### config.mk
export PLATFORM = sky130hd
export DESIGN_NAME = ret_addr_stack
export DESIGN_NICKNAME = d
export VERILOG_FILES = /design/src/rtl/ret_addr_stack_pkg.sv /design/src/rtl/ret_addr_stack.sv
export SDC_FILE = /design/constraint.sdc
export NUM_CORES = 1
export LEC_CHECK = 0
export BUFFER_PORTS_ARGS = -buffer_cell sky130_fd_sc_hd__buf_2
export CAP_MARGIN = 20
export CELL_PAD_IN_SITES_DETAIL_PLACEMENT = 0
export CELL_PAD_IN_SITES_GLOBAL_PLACEMENT = 1
export CORE_UTILIZATION = 49
export CTS_BUF_LIST = sky130_fd_sc_hd__clkbuf_8
export DETAILED_ROUTE_END_ITERATION = 10
export PLACE_DENSITY = 0.8
export SYNTH_ARGS = -nofsm -noshare
export SYNTH_HDL_FRONTEND = slang
export SYNTH_SLANG_ARGS = --single-unit
### constraint.sdc
create_clock -name clk -period 3.4 [get_ports clk]
set_clock_uncertainty 0.2 [all_clocks]
set_input_delay 0 -clock clk [delete_from_list [all_inputs] [get_ports clk]]
set_output_delay 0 -clock clk [all_outputs]
set_load 0.05 [all_outputs]
### src/rtl/ret_addr_stack_pkg.sv
// ret_addr_stack_pkg
// Shared core parameters for the return-address stack, plus the command
// decode used by the stack. The branch predictor imports the same
// RAS_WIDTH/RAS_DEPTH constants so both agree on entry width and depth.
//
// Contents:
//   RAS_WIDTH   default entry width (bits)
//   RAS_DEPTH   default entry count (power of two, >= 2)
//   ras_cmd_e   resolved per-cycle command after priority
//   ras_decode  priority resolution: flush > restore > push/pop
package ret_addr_stack_pkg;

    localparam int RAS_WIDTH = 32;
    localparam int RAS_DEPTH = 8;

    typedef enum logic [2:0] {
        CMD_IDLE    = 3'd0,
        CMD_FLUSH   = 3'd1,
        CMD_RESTORE = 3'd2,
        CMD_PUSH    = 3'd3,
        CMD_POP     = 3'd4,
        CMD_REPLACE = 3'd5
    } ras_cmd_e;

    // Reset is handled separately in the register process and wins over
    // everything decoded here. Push+pop on an empty stack is a plain push.
    function automatic ras_cmd_e ras_decode(
        input logic flush,
        input logic restore,
        input logic push,
        input logic pop,
        input logic nonempty
    );
        ras_cmd_e cmd;
        cmd = CMD_IDLE;
        if (flush)
            cmd = CMD_FLUSH;
        else if (restore)
            cmd = CMD_RESTORE;
        else if (push && pop && nonempty)
            cmd = CMD_REPLACE;
        else if (push)
            cmd = CMD_PUSH;
        else if (pop)
            cmd = CMD_POP;
        return cmd;
    endfunction

endpackage

### src/rtl/ret_addr_stack.sv
// ret_addr_stack
// Circular return-address stack with overwrite-oldest on overflow and
// checkpoint restore of pointer/occupancy (for branch mispredict recovery).
//
// Ports:
//   clk          clock, all state updates on rising edge
//   reset        synchronous, active-high
//   push         push data_in
//   pop          remove top entry
//   data_in      value to push
//   flush        discard all entries
//   restore      load tos_ptr/count from restore_tos/restore_cnt
//   restore_tos  checkpointed top-of-stack pointer
//   restore_cnt  checkpointed occupancy (clamped to DEPTH)
//   data_out     top entry, 0 when empty
//   empty/full   decodes of count
//   count        valid entries, 0..DEPTH
//   tos_ptr      current top pointer
//   overflow     one-cycle pulse: a push dropped the oldest entry
//   underflow    one-cycle pulse: pop on an empty stack
module ret_addr_stack
    import ret_addr_stack_pkg::*;
#(
    parameter int WIDTH = RAS_WIDTH,
    parameter int DEPTH = RAS_DEPTH,
    // Derived; leave at default.
    parameter int PW    = $clog2(DEPTH)
) (
    input  logic             clk,
    input  logic             reset,
    input  logic             push,
    input  logic             pop,
    input  logic [WIDTH-1:0] data_in,
    input  logic             flush,
    input  logic             restore,
    input  logic [PW-1:0]    restore_tos,
    input  logic [PW:0]      restore_cnt,
    output logic [WIDTH-1:0] data_out,
    output logic             empty,
    output logic             full,
    output logic [PW:0]      count,
    output logic [PW-1:0]    tos_ptr,
    output logic             overflow,
    output logic             underflow
);

    localparam int CW = PW + 1;
    localparam logic [PW:0] FULL_CNT = CW'(DEPTH);

    logic [WIDTH-1:0] mem [DEPTH];
    ras_cmd_e         cmd;
    logic             mem_we;
    logic [PW-1:0]    mem_wa;
    logic [PW-1:0]    tos_inc;
    logic [PW:0]      restore_cnt_clamped;

    assign cmd     = ras_decode(flush, restore, push, pop, count != '0);
    // DEPTH is a power of two, so the PW-bit add wraps modulo DEPTH.
    assign tos_inc = tos_ptr + PW'(1);

    assign restore_cnt_clamped = (restore_cnt > FULL_CNT) ? FULL_CNT : restore_cnt;

    always_comb begin
        mem_we = 1'b0;
        mem_wa = tos_inc;
        if (!reset) begin
            case (cmd)
                CMD_PUSH: begin
                    mem_we = 1'b1;
                    mem_wa = tos_inc;
                end
                CMD_REPLACE: begin
                    mem_we = 1'b1;
                    mem_wa = tos_ptr;
                end
                default: ;
            endcase
        end
    end

    // Storage is never reset; data_out is gated by count instead.
    always_ff @(posedge clk) begin
        if (mem_we)
            mem[mem_wa] <= data_in;
    end

    always_ff @(posedge clk) begin
        if (reset) begin
            tos_ptr   <= '0;
            count     <= '0;
            overflow  <= 1'b0;
            underflow <= 1'b0;
        end else begin
            overflow  <= 1'b0;
            underflow <= 1'b0;
            case (cmd)
                CMD_FLUSH: begin
                    tos_ptr <= '0;
                    count   <= '0;
                end
                CMD_RESTORE: begin
                    tos_ptr <= restore_tos;
                    count   <= restore_cnt_clamped;
                end
                CMD_PUSH: begin
                    tos_ptr <= tos_inc;
                    // When full the pointer still advances, overwriting the
                    // oldest slot, and count saturates.
                    if (count == FULL_CNT)
                        overflow <= 1'b1;
                    else
                        count <= count + CW'(1);
                end
                CMD_POP: begin
                    if (count == '0) begin
                        underflow <= 1'b1;
                    end else begin
                        tos_ptr <= tos_ptr - PW'(1);
                        count   <= count - CW'(1);
                    end
                end
                default: ;
            endcase
        end
    end

    assign empty    = (count == '0);
    assign full     = (count == FULL_CNT);
    assign data_out = empty ? '0 : mem[tos_ptr];

endmodule
[After elaboration in Yosys (flattened, before gate mapping)]
Memory sizes are Yosys's and may differ from the RTL's. A register that Yosys moved wholly into a read port is not among the register bits.
Cells that the tools add are included.
Word-level totals
  bits in registers: 9
  RAM bits: 256
  input port bits: 45
  word-level logic and storage cells: 52
  memories kept: 1
Cells by class
  $add $sub $neg: 4
  order comparisons: 1
  eq/ne operators: 8
  muxes and demuxes: 22
  bitwise gates (word level): 2
  reductions and logical operators: 10
Memory list
  mem: words 8, bits a word 32, read ports 1, clocked after Yosys merged registers in 1, write ports 1, line ret_addr_stack.sv:50  | logic [WIDTH-1:0] mem [DEPTH];
Operators with widths (count)
  $mux 32: 1
  $mux 3: 10
  $pmux 4 s4: 1
  $mux 4: 3
  $pmux 3 s4: 1
  $reduce_bool 4->1: 2
  $eq 3x2->1 const B: 2
  $eq 3x3->1 const B: 2
  $mux 1: 6
  $reduce_or 2->1: 3
  $add 4x1->4 const B: 1
  $eq 4x4->1 const B: 1
  $gt 4x4->1 const B: 1
  $logic_not 4->1: 1
  $ne 2x2->1 const B: 2
  $sub 4x1->4 const B: 1
  $add 3x1->3 const B: 1
  $eq 3x1->1 const B: 1
  $reduce_and 3->1: 1
  $sub 3x1->3 const B: 1
  $logic_and 1x1->1: 2
  $not 1->1: 2
  $reduce_and 2->1: 1

[Depth between registers and ports, before layout]
  word-level depth: 11
  gate-level depth with buffers: 9
  mapped depth without buffers: 8

[Worst setup path after synthesis]
OpenSTA, ideal clock, no wires.
  path type: reg2reg
  from: reg count[1]
  to: mem mem[5][0] (netlist name), enable pin
  setup time: 421 ps
  arrival: 3081 ps
  required time: 2779 ps
  setup slack: -303 ps
  stages on the path, launching flop included: 6
  clock period less this slack: 3703 ps
  cells stage by stage: dfxtp_1 > or4_4 > o211a_4 > nor3_1 > a31oi_1 > nor2_1
Between the ends
  cells in the longest elaborated chain, start to end: 11
  elaborated cells between the ends (all ways): 14
RTL lines
  start, declared: line ret_addr_stack.sv:41  | output logic [PW:0] count,
  start signal, assigned: line ret_addr_stack.sv:103  | count <= restore_cnt_clamped;
  start signal, assigned: line ret_addr_stack.sv:112  | count <= count + CW'(1);
  start signal, assigned: line ret_addr_stack.sv:119  | count <= count - CW'(1);
  $reduce_bool 4->1 (*): line ret_addr_stack.sv:57  | assign cmd = ras_decode(flush, restore, push, pop, count != '0);
  $logic_and 1x1->1 (*): line ret_addr_stack_pkg.sv:40  | else if (push && pop && nonempty)
  $mux 3 (*): line ret_addr_stack_pkg.sv:40
  $mux 3 (*): line ret_addr_stack_pkg.sv:38  | else if (restore)
  $mux 3 (*): line ret_addr_stack_pkg.sv:36  | if (flush)
  $eq 3x2->1 or $eq 3x3->1 (tied branches): line ret_addr_stack.sv:67  | case (cmd)
  $reduce_or 2->1 (no line)
  $mux 1: line ret_addr_stack.sv:67
  $mux 1: line ret_addr_stack.sv:66  | if (!reset) begin
  $mux 1: line ret_addr_stack.sv:83  | if (mem_we)
  $mux 1 (implied by the code): line ret_addr_stack.sv:84  | mem[mem_wa] <= data_in;
  end, declared: line ret_addr_stack.sv:50
Mark *: on every way between the ends. The rest lies on a longest branch, timed or not.

==> metrics.yaml <==
floorplan:
  dieArea_sq_mm: 0.0221
  start_util_pct: 50.1
  die_h_microns: 149
  io_pins: 88
  die_x_microns: 149
  fp-row-count: 53
  core_sq_mm: 0.0211
synth:
  syn_avg_cell_area_sq_um: 20.7
  netlist_instances: 511
  synth.distinct_cells: 44
  synthArstFlopShare_pct: 0
  syn_area_sq_mm: 0.0106
  synth_edf_count: 256
  synth-seq-area-share_pct: 75.1
  ys_ff_latch: 268
  syn_nets: 561
  synth_warnings: 0
  ys.flop_type: "edfxtp_1"
grt:
  grt_max_degree: 41
  grt_pass1_vias: 5849
  gr-usage-all-layers_pct: 19.4
  grt_overflow_total: 0
  grt_pass1_wl_mm: 32.0
  antenna_found_initial: 0
clocking:
  cts-root-buf: "clkbuf_8"
  cts_buffer_depth: 3
  cts.sinks: 268
  clkTransAtPathRegs_ps: 60
  htreeDepth: 2
  clkLatencyLatePin_ps: 530
  cts_tree: "built"
  cts_buffers: 43
detailed_routing:
  wl_mm: 20.7
  first_iter_violations: 332
  ant_nets: 0
  vias_per_cell: 5.52
  drcViolationCount: 0
  drtPass1Iterations: 5
  routedWlPerCell_microns: 20.8
  num_vias: 5501
layout:
  drive_gt1_share_pct: 32.8
  num-nets-final: 737
  antenna_cells: 0
  syn_to_final_growth_pct: 21.3
  final_area_sq_mm: 0.0128
setup_path:
  crit_path_max_fanout: 6
  arrival_ps: 3490
  cp-end-kind: "flip-flop"
  reg2reg_from: "count[3]"
  ff2ff_path_depth: 7
  cp.required_ps: 3600
  worst-setup-path-type: "flip-flop to flip-flop"
  cp-startpoint: "count[3]"
  rrSetupSlack_ps: 110
  setup.worst_path.start_class: "flip-flop"
place:
  place_ws_ps: 327
  io_buffers: 87
  gp_congestion: 0.812
  dp_hpwl_mm: 12.3
  placed_cell_area_sq_mm: 0.0114
sta:
  worst_pin_slew_ps: 1070
  setup_slack_ps: 111
  hold_viol: 0
  setup_violations: 0
  slew_violations: 0
  period_share_pct: 96.7
  relSlewSlack_pct: 28.4
  max_freq_mhz: 304
  fin_crit_ps: 3290
run_status:
  status: "finished clean"
min_path:
  worstHoldEndpoint: "mem[6][24]"
  min_from: "data_in[24]"
  hp-class: "input port to flip-flop"
  hold_depth: 2
power:
  finalPower_w: 0.00697
  ir_drop_mv: 0.323
  power_leakage_nw: 4.28
  power_density_mw_per_mm2: 544
flow_run:
  max-cap-violations: 0
[final cells by class]
type | instances | area [sq um]
Inverter | 8 | 30.0
Fill cell | 1515 | 8290
Sequential cell | 268 | 7930
Clock inverter | 37 | 213
Clock buffer | 43 | 592
Timing Repair Buffer | 155 | 1140
Multi-Input combinational cell | 211 | 2540
Tap cell | 275 | 344
[placed cells by master (no fill, tap or decap), types with 4 or more instances in the layout]
cell type      synthesis  routed
nor2_4                 0       8
ha_1                   4       4
buf_12                 0       5
nor3_1                 7       7
nor2_1                52      44
buf_2                 10      87
inv_1                  8      22
mux4_2                64      64
clkinv_1               0      16
mux2i_1               36      36
xnor2_1                4       4
edfxtp_1             256     256
clkbuf_8               1      43
dfxtp_1               12       9
buf_4                  0       9
dlygate4sd3_1          0      54
[logic make-up (layout without fill, tap and decap cells)]
kind of cell | Yosys count | count (layout) | share of synthesized area, %
simple gates | 78 | 78 | 3.58
compound gates | 23 | 23 | 1.81
buf+inv | 32 | 243 | 1.35
mux | 100 | 100 | 17.1
xor+xnor | 5 | 5 | 0.415
fa+ha+maj | 5 | 5 | 0.664
flops | 268 | 268 | 75.1
[per-stage QoR]
step | std cells | hold slack, ps | util (%) | setup TNS, ps
CTS | 995 | 40.4 | 60.6 | 0
global placement | 861 | 68.4 | 54.3 | 0
detailed placement | 861 | 78.8 | 54.3 | 0
floorplan | 511 | -114 | - | -47380
finish | 997 | 76.0 | 60.7 | 0
global route | 997 | 66.8 | 60.7 | -1.90
[registers in the layout, summed over array words and instances, names as in the netlist, named ones only]
| register | count |
|---|---|
| mem | 256 |
| overflow | 1 |
| count | 4 |
| underflow | 1 |
| tos_ptr | 3 |
[metal layers]
metal  part of all wire, %  global-route usage (%)  vias to the layer above
met5                     0                       0                        -
met3                   4.7                    3.33                       30
met1                    42                    25.4                     2847
met2                    52                    33.3                      168
li1                      -                       -                     2456
met4                   1.5                    5.71                        0
[Yosys cell counts, types with 2 or more instances]
master	count	area share (%)
a211oi_1	3	0.21
a21oi_1	3	0.14
a31oi_1	3	0.18
buf_1	8	0.28
buf_2	10	0.47
clkbuf_1	5	0.18
dfxtp_1	12	2.3
edfxtp_1	256	73
ha_1	4	0.47
inv_1	8	0.28
mux2i_1	36	3.4
mux4_2	64	14
nand2_1	3	0.11
nand3_1	3	0.14
nor2_1	52	1.8
nor3_1	7	0.33
o21ai_0	2	0.095
o22ai_1	2	0.12
or2_2	2	0.12
xnor2_1	4	0.33
[report_power, final]
| part | leakage (nW) | switching (W) | internal [W] |
|---|---|---|---|
| logic | 1.42 | 0.000459 | 0.000271 |
| clock network | 0.457 | 0.00121 | 0.00135 |
| registers | 2.40 | 0.0000383 | 0.00364 |
[critical path: stages (launching register included)]
cell           delay, ps
dfxtp_1              390
o41ai_4              530
nand3_1              160
dlygate4sd3_1        590
nand4_1               90
dlygate4sd3_1        550
o41ai_1               70
dlygate4sd3_1        580
[timing repair]
item	4_1_cts	5_1_grt
gates resized for setup	0	0
endpoints found under the hold margin	268	0
setup buffers	0	2
setup endpoints to repair	0	2
hold buffers	54	0
[how the worst max path moves through the flow]
stage	slack (ps)	cells past startpoint	end
6_report	110	7	flip-flop
2_1_floorplan	-300	5	mem[5][0]
3_5_place_dp	330	5	mem[3][13]
3_3_place_gp	410	5	mem[3][15]
5_1_grt	-2	7	flip-flop
4_1_cts	100	7	flip-flop
(Power assumes the default switching activity.)
